File: src/rtl/cpu_lsu_pkg.sv
// Shared encodings for the load/store unit: funct3 size codes, FSM states
// and completion status codes.
package cpu_lsu_pkg;

    localparam logic [2:0] F3_B  = 3'b000;
    localparam logic [2:0] F3_H  = 3'b001;
    localparam logic [2:0] F3_W  = 3'b010;
    localparam logic [2:0] F3_BU = 3'b100;
    localparam logic [2:0] F3_HU = 3'b101;

    typedef enum logic [1:0] {
        IDLE = 2'b00,
        REQ  = 2'b01,
        RESP = 2'b10
    } state_t;

    typedef enum logic [1:0] {
        ERR_OK       = 2'b00,
        ERR_MISALIGN = 2'b01,
        ERR_TIMEOUT  = 2'b10,
        ERR_ILLEGAL  = 2'b11
    } err_t;

    // Encodings with no RV32I meaning; stores have no unsigned variants.
    function automatic logic f3_illegal(input logic we, input logic [2:0] f3);
        return (f3 == 3'b011) || (f3 == 3'b110) || (f3 == 3'b111) || (we && f3[2]);
    endfunction

endpackage

File: src/rtl/cpu_lsu_align.sv
// Combinational datapath of the LSU: request legality/alignment check,
// store lane steering with byte enables, and load lane extraction/extension.
module lsu_align
    import cpu_lsu_pkg::*;
(
    input  logic        we,
    input  logic [2:0]  funct3,
    input  logic [1:0]  addr_lo,
    input  logic [31:0] wdata,
    output err_t        chk_err,
    output logic [3:0]  bus_be,
    output logic [31:0] bus_wdata,
    input  logic [2:0]  ld_funct3,
    input  logic [1:0]  ld_addr_lo,
    input  logic [31:0] ld_word,
    output logic [31:0] ld_data
);

    logic        misalign;
    logic [7:0]  ld_byte;
    logic [15:0] ld_half;

    // Classify the incoming request; illegal encodings win over misalignment.
    always_comb begin
        misalign = 1'b0;
        if (funct3[1:0] == 2'b01)      misalign = addr_lo[0];
        else if (funct3[1:0] == 2'b10) misalign = (addr_lo != 2'b00);
        chk_err = ERR_OK;
        if (f3_illegal(we, funct3)) chk_err = ERR_ILLEGAL;
        else if (misalign)          chk_err = ERR_MISALIGN;
    end

    // Replicate store data across lanes; loads drive zero write data.
    always_comb begin
        bus_be    = 4'b1111;
        bus_wdata = wdata;
        case (funct3[1:0])
            2'b00: begin
                bus_be    = 4'b0001 << addr_lo;
                bus_wdata = {4{wdata[7:0]}};
            end
            2'b01: begin
                bus_be    = addr_lo[1] ? 4'b1100 : 4'b0011;
                bus_wdata = {2{wdata[15:0]}};
            end
            default: begin
                bus_be    = 4'b1111;
                bus_wdata = wdata;
            end
        endcase
        if (!we) bus_wdata = '0;
    end

    // Pick the addressed lane(s) of the returned word and extend.
    always_comb begin
        case (ld_addr_lo)
            2'b00:   ld_byte = ld_word[7:0];
            2'b01:   ld_byte = ld_word[15:8];
            2'b10:   ld_byte = ld_word[23:16];
            default: ld_byte = ld_word[31:24];
        endcase
        ld_half = ld_addr_lo[1] ? ld_word[31:16] : ld_word[15:0];
        case (ld_funct3)
            F3_B:    ld_data = {{24{ld_byte[7]}}, ld_byte};
            F3_H:    ld_data = {{16{ld_half[15]}}, ld_half};
            F3_W:    ld_data = ld_word;
            F3_BU:   ld_data = {24'h0, ld_byte};
            F3_HU:   ld_data = {16'h0, ld_half};
            default: ld_data = '0;
        endcase
    end

endmodule

File: src/rtl/cpu_lsu.sv
// Handshaked load/store unit: accepts one core request at a time, runs a
// ready/valid bus cycle with a wait-state timeout, and reports completion.
//
//  state | meaning
//  IDLE  | no transaction, accepting requests
//  REQ   | bus cycle outstanding, busReq high, waiting for busReady
//  RESP  | completion cycle (done pulse); still accepting requests
module cpu_lsu
    import cpu_lsu_pkg::*;
#(
    parameter int unsigned TIMEOUT_CYCLES = 16,
    parameter int unsigned ADDR_W         = 32
) (
    input  logic              clk,
    input  logic              reset,
    input  logic              req,
    input  logic              we,
    input  logic [2:0]        funct3,
    input  logic [ADDR_W-1:0] addr,
    input  logic [31:0]       wdata,
    output logic              busy,
    output logic              done,
    output logic [31:0]       rdata,
    output logic [1:0]        err,
    output logic              busReq,
    output logic              busWe,
    output logic [ADDR_W-1:0] busAddr,
    output logic [31:0]       busWData,
    output logic [3:0]        busBe,
    input  logic              busReady,
    input  logic [31:0]       busRData
);

    localparam int unsigned CNT_W = (TIMEOUT_CYCLES > 0) ? $clog2(TIMEOUT_CYCLES + 1) : 1;
    localparam logic [CNT_W-1:0] TO_LAST =
        CNT_W'((TIMEOUT_CYCLES > 0) ? TIMEOUT_CYCLES - 1 : 0);

    state_t           state;
    logic [2:0]       reg_f3;
    logic [1:0]       reg_lo;
    logic [CNT_W-1:0] wait_cnt;

    err_t             chk_err;
    logic [3:0]       st_be;
    logic [31:0]      st_wdata;
    logic [31:0]      ld_data;
    logic             timeout_hit;

    lsu_align u_align (
        .we         (we),
        .funct3     (funct3),
        .addr_lo    (addr[1:0]),
        .wdata      (wdata),
        .chk_err    (chk_err),
        .bus_be     (st_be),
        .bus_wdata  (st_wdata),
        .ld_funct3  (reg_f3),
        .ld_addr_lo (reg_lo),
        .ld_word    (busRData),
        .ld_data    (ld_data)
    );

    assign busy        = (state == REQ);
    // A zero timeout disables the abort path entirely.
    assign timeout_hit = (TIMEOUT_CYCLES != 0) && (wait_cnt == TO_LAST);

    // Transaction FSM with registered bus fields, status and load data.
    always_ff @(posedge clk or negedge reset) begin
        if (!reset) begin
            state    <= IDLE;
            done     <= 1'b0;
            rdata    <= '0;
            err      <= ERR_OK;
            busReq   <= 1'b0;
            busWe    <= 1'b0;
            busAddr  <= '0;
            busWData <= '0;
            busBe    <= '0;
            reg_f3   <= '0;
            reg_lo   <= '0;
            wait_cnt <= '0;
        end else begin
            done <= 1'b0;
            case (state)
                IDLE, RESP: begin
                    if (req) begin
                        if (chk_err == ERR_OK) begin
                            state    <= REQ;
                            busReq   <= 1'b1;
                            busWe    <= we;
                            busAddr  <= {addr[ADDR_W-1:2], 2'b00};
                            busWData <= st_wdata;
                            busBe    <= st_be;
                            reg_f3   <= funct3;
                            reg_lo   <= addr[1:0];
                            wait_cnt <= '0;
                        end else begin
                            // Rejected access completes without touching the bus.
                            state <= RESP;
                            done  <= 1'b1;
                            err   <= chk_err;
                        end
                    end else begin
                        state <= IDLE;
                    end
                end
                REQ: begin
                    // busReady wins over a timeout landing in the same cycle.
                    if (busReady) begin
                        state  <= RESP;
                        busReq <= 1'b0;
                        done   <= 1'b1;
                        err    <= ERR_OK;
                        if (!busWe) rdata <= ld_data;
                    end else if (timeout_hit) begin
                        state  <= RESP;
                        busReq <= 1'b0;
                        done   <= 1'b1;
                        err    <= ERR_TIMEOUT;
                    end else begin
                        wait_cnt <= wait_cnt + 1'b1;
                    end
                end
                default: state <= IDLE;
            endcase
        end
    end

endmodule

File: config.mk
export PLATFORM = sky130hd
export DESIGN_NAME = cpu_lsu
export DESIGN_NICKNAME = d
export VERILOG_FILES = /design/src/rtl/cpu_lsu_pkg.sv /design/src/rtl/cpu_lsu_align.sv /design/src/rtl/cpu_lsu.sv
export SDC_FILE = /design/constraint.sdc
export NUM_CORES = 1
export LEC_CHECK = 0
export ABC_CLOCK_PERIOD_IN_PS = 2200
export BUFFER_PORTS_ARGS = -buffer_cell sky130_fd_sc_hd__clkbuf_2
export CORE_AREA = 2 2 154 156
export CTS_CLUSTER_SIZE = 8
export DETAILED_ROUTE_END_ITERATION = 10
export DIE_AREA = 0 0 156 158
export GPL_TIMING_DRIVEN = 0
export PLACE_DENSITY = 0.58
export SETUP_SLACK_MARGIN = 0.4
export SKIP_CTS_REPAIR_TIMING = 1
export SYNTH_ARGS = -nofsm -noshare
export SYNTH_HDL_FRONTEND = slang
export SYNTH_SLANG_ARGS = --single-unit
File: constraint.sdc
create_clock -name clk -period 2.2 [get_ports clk]
set_input_delay 0.66 -clock clk [delete_from_list [all_inputs] [get_ports clk]]
set_output_delay 0.66 -clock clk [all_outputs]
set_load 0.005 [all_outputs]
==> results_tabular.tex <==
\begin{tabular}{lr}
\hline
Metric & Value \\
\hline
\multicolumn{2}{l}{\textbf{Finish}} \\
\quad Commonest cells after routing, fill and taps aside & clkbuf\_2 (205), dfrtp\_1 (114), nand2\_1 (110), o21ai\_0 (49), mux2\_4 (35) \\
\quad Antenna Cells & 0 \\
\quad Commonest non-fill, non-tap cell in the layout & clkbuf\_2 \\
\quad Area of all sequential standard cells & $\sim$0.0029 mm\^{}2 \\
\quad Area added between synthesis and finish & 38.3\% \\
\quad Filler Cells Inserted & 2387 \\
\quad Fraction of layout cells with a size suffix above 1 & 0.474 \\
\quad Footprint of the multi-input gates & about 0.0026 mm\^{}2 \\
\quad Layout net count & between 800 and 900 \\
\multicolumn{2}{l}{\textbf{Worst hold path}} \\
\quad Hold Crit Class & primary input to asynchronous set/reset pin \\
\multicolumn{2}{l}{\textbf{STA}} \\
\quad Endpoints failing setup & 0 \\
\quad Setup repair after global routing missed its margin & true \\
\quad Worst-case clock skew & 8.57 ps \\
\quad Fmax & 548 MHz \\
\quad Relative slew slack & 0.649 \\
\quad Accumulated negative setup slack & 0 ps \\
\quad Hold Vio Cnt, Final & 0 \\
\quad Slew of the pin with the lowest slew margin & 527 ps \\
\quad Worst setup slack after layout & roughly 380 ps \\
\quad Final worst hold slack & about 170 ps \\
\quad Final clock period utilization by the worst path & 0.829 \\
\quad Final count of pins violating max slew & 0 \\
\quad Final critical delay including setup and external delays & 1820 ps \\
\multicolumn{2}{l}{\textbf{Yosys}} \\
\quad Count of flip-flops with a built-in enable after synthesis & 0 \\
\quad Most used flip-flop cell after synthesis & dfrtp\_1 \\
\quad Leading area contributor after synthesis & dfrtp\_1 \\
\quad Netlist cell types & 47 \\
\quad Sequential share of the synthesized area & 0.510 \\
\quad Top post-synthesis cells by area & dfrtp\_1 (51\%), mux2\_4 (9.3\%), nand2\_1 (7.3\%), o21ai\_0 (4.4\%), mux2\_2 (3.4\%) \\
\quad Number of warnings issued by yosys & 0 \\
\quad Asr flop ratio synth & 1.00 \\
\quad Synthesized flop and latch total & 115 \\
\quad Share of Yosys cell area claimed by the top area cell type & 0.510 \\
\quad Number of instances in the synthesized netlist & 495 \\
\quad Syn Std Cell Area & roughly 0.0056 mm\^{}2 \\
\quad Synthesized area per cell & 11.4 um\^{}2 \\
\multicolumn{2}{l}{\textbf{Pwr}} \\
\quad Proportion of power drawn by the clock network & 0.343 \\
\quad Switching part of the total power & 0.293 \\
\quad Relative contribution of combinational cells to total power & 0.277 \\
\quad Leakage power & 0.00389 uW \\
\quad Cell Pwr Density & 1050 mW/mm\^{}2 \\
\quad Register share of total power & 0.380 \\
\quad Max IR drop VDD & 0.405 mV \\
\quad Cell Int Power & a little under 6000 uW \\
\quad Total Power & around 8000 uW \\
\quad NetSw & 2400 uW \\
\multicolumn{2}{l}{\textbf{Run}} \\
\quad Max-cap viol count & 0 \\
\multicolumn{2}{l}{\textbf{Setup path}} \\
\quad Category of the worst setup path launch point & register \\
\quad WP data required & 2490 ps \\
\quad Crit path max fanout & 4 \\
\quad Worst EP arrival & 2120 ps \\
\quad FF-to-FF setup slack & 380 ps \\
\quad Category of the worst setup path capture point & register \\
\quad Source of the critical timing path & wait\_cnt[1] \\
\quad Crit path kind & register to register \\
\quad Launching point of the worst reg2reg path & wait\_cnt[1] \\
\multicolumn{2}{l}{\textbf{Die}} \\
\quad Core Footprint & 0.0231 mm\^{}2 \\
\quad Die width & between 150 and 200 um \\
\quad Initial cell density of the core & 0.245 \\
\quad Die boundary height & between 150 and 200 um \\
\quad Area enclosed by the die boundary & 0.0246 mm\^{}2 \\
\quad Count of standard-cell rows & 56 \\
\quad Top-level port count & between 200 and 250 \\
\multicolumn{2}{l}{\textbf{Place}} \\
\quad Placement-stage worst setup slack & -23.3 ps \\
\quad Count of input and output buffers & 205 \\
\quad Final Wtd Congestion & 0.816 \\
\quad Placed wire-length estimate after detailed placement & roughly 13000 um \\
\multicolumn{2}{l}{\textbf{Drt}} \\
\quad Routed wire length per instance & 17.0 um \\
\quad Count of unresolved DRC violations after routing & 0 \\
\quad Via Count & approximately 4700 \\
\quad Number of vias per cell & 4.61 \\
\quad Residual antenna-violating net count after detailed routing & 0 \\
\quad Pre-antenna DRT Iters & 5 \\
\quad Violation count after the first detailed-route iteration & 167 \\
\quad Total Wirelength & 17400 um \\
\multicolumn{2}{l}{\textbf{Run status}} \\
\quad Status & completed \\
\multicolumn{2}{l}{\textbf{GRT}} \\
\quad Global-route wire length before repair & approximately 27000 um \\
\quad Initial antenna violation count & 0 \\
\quad Maximum number of pins on one net before global-route repair & 74 \\
\quad Number of global-route vias before repair & 4768 \\
\quad Total congestion overflow & 0 \\
\quad Total global routing track utilization & 0.143 \\
\multicolumn{2}{l}{\textbf{Clock network}} \\
\quad TritonCTS clock tree & done \\
\quad Cts bufs inserted & 17 \\
\quad Clock edge transition at the registers on the reported setup and hold paths & $\sim$60 ps \\
\quad Latest clock arrival within the worst-skew pair & 410 ps \\
\quad Clock Tree Buf Depth & 2 \\
\quad Clock sink total & 115 \\
\quad Htree depth & 4 \\
\quad Root Buffer Master & clkbuf\_16 \\
\hline
\end{tabular}
==> power groups by stage <==
stage	sequential [uW]	clock (uW)	combinational, uW
final	3100	2800	2260
after global placement	3120	0	2220
after floorplan	3130	0	1160
after detailed placement	3130	0	2250
after global routing	3190	2980	2510
after CTS	3110	2890	2250
==> per-layer routing <==
| layer | GRT usage | vias to the layer above | share of wire |
|---|---|---|---|
| met1 | 0.184 | 2250 | 0.44 |
| li1 | - | 2236 | - |
| met3 | 0.0528 | 22 | 0.10 |
| met2 | 0.220 | 231 | 0.44 |
| met5 | 0 | - | 0 |
| met4 | 0.0524 | 0 | 0.018 |
==> through the flow <==
step / std cells / instance area [um^2] / utilization
6_report: 1027 / 7790 / 0.338
5_1_grt: 1027 / 7790 / 0.338
4_1_cts: 1023 / 7670 / 0.333
3_5_place_dp: 992 / 7090 / 0.308
3_3_place_gp: 991 / 7050 / 0.306
2_1_floorplan: 496 / 5660 / -
==> path summary, 6_finish.rpt <==
kind / end / depth (start not counted)
setup / recovery: err[1] / 7
hold reg to reg: busWData[25] / 2
hold / removal: busAddr[30] / 1
min in group clk: busAddr[12] / 2
setup reg to reg: err[1] / 7
max in group asynchronous: state[1] / 2
==> critical path, cell delays in order, from the launching register on <==
cell      delay (ps)
dfrtp_1          390
ha_2             190
and3_4           180
ha_4             160
buf_4            130
o21ai_1          250
nand2b_1         120
mux2_2           280
==> state kept, by name, summed over array words and instances (netlist names), 2 cells and up <==
name      flops
reg_f3        3
state         2
rdata        32
wait_cnt      5
reg_lo        2
busAddr      30
err           2
busBe         4
busWData     32
==> final cells by class <==
class,count,area share
clock buffers,21,0.0578
multi-input cells,336,0.331
well taps,290,0.0465
flip-flops and latches,115,0.369
clock inverters,10,0.0172
plain buffers,41,0.0361
repair buffers,210,0.140
inverters,4,0.00193
==> cells by family (layout without fill, tap and decap cells) <==
logic type / after synthesis / in the layout / synth area share
and+or+nand+nor: 145 / 145 / 0.113
DFF: 115 / 115 / 0.510
AOI/OAI and AO/OA: 111 / 111 / 0.135
muxes: 74 / 74 / 0.186
buffers and inverters: 45 / 286 / 0.0482
adders and majority gates: 2 / 2 / 0.00444
xor gates and xnor gates: 2 / 2 / 0.00311
other: 1 / 2 / 0.000665
==> synth_stat cells, types with 3 or more instances <==
master,count
buf_4,3
a21o_1,4
a22oi_1,12
nor2_1,9
o221ai_1,7
nor2b_1,3
mux4_1,3
dfrtp_1,115
mux2_4,35
a221o_1,6
nand3_1,3
nand2b_1,5
mux4_2,5
buf_2,13
mux2i_1,14
clkbuf_1,14
mux2_2,17
o21ai_0,50
buf_6,10
inv_1,4
o211ai_1,7
a21oi_1,6
nand2_1,110
a221o_2,10
(Power assumes the default switching activity.)
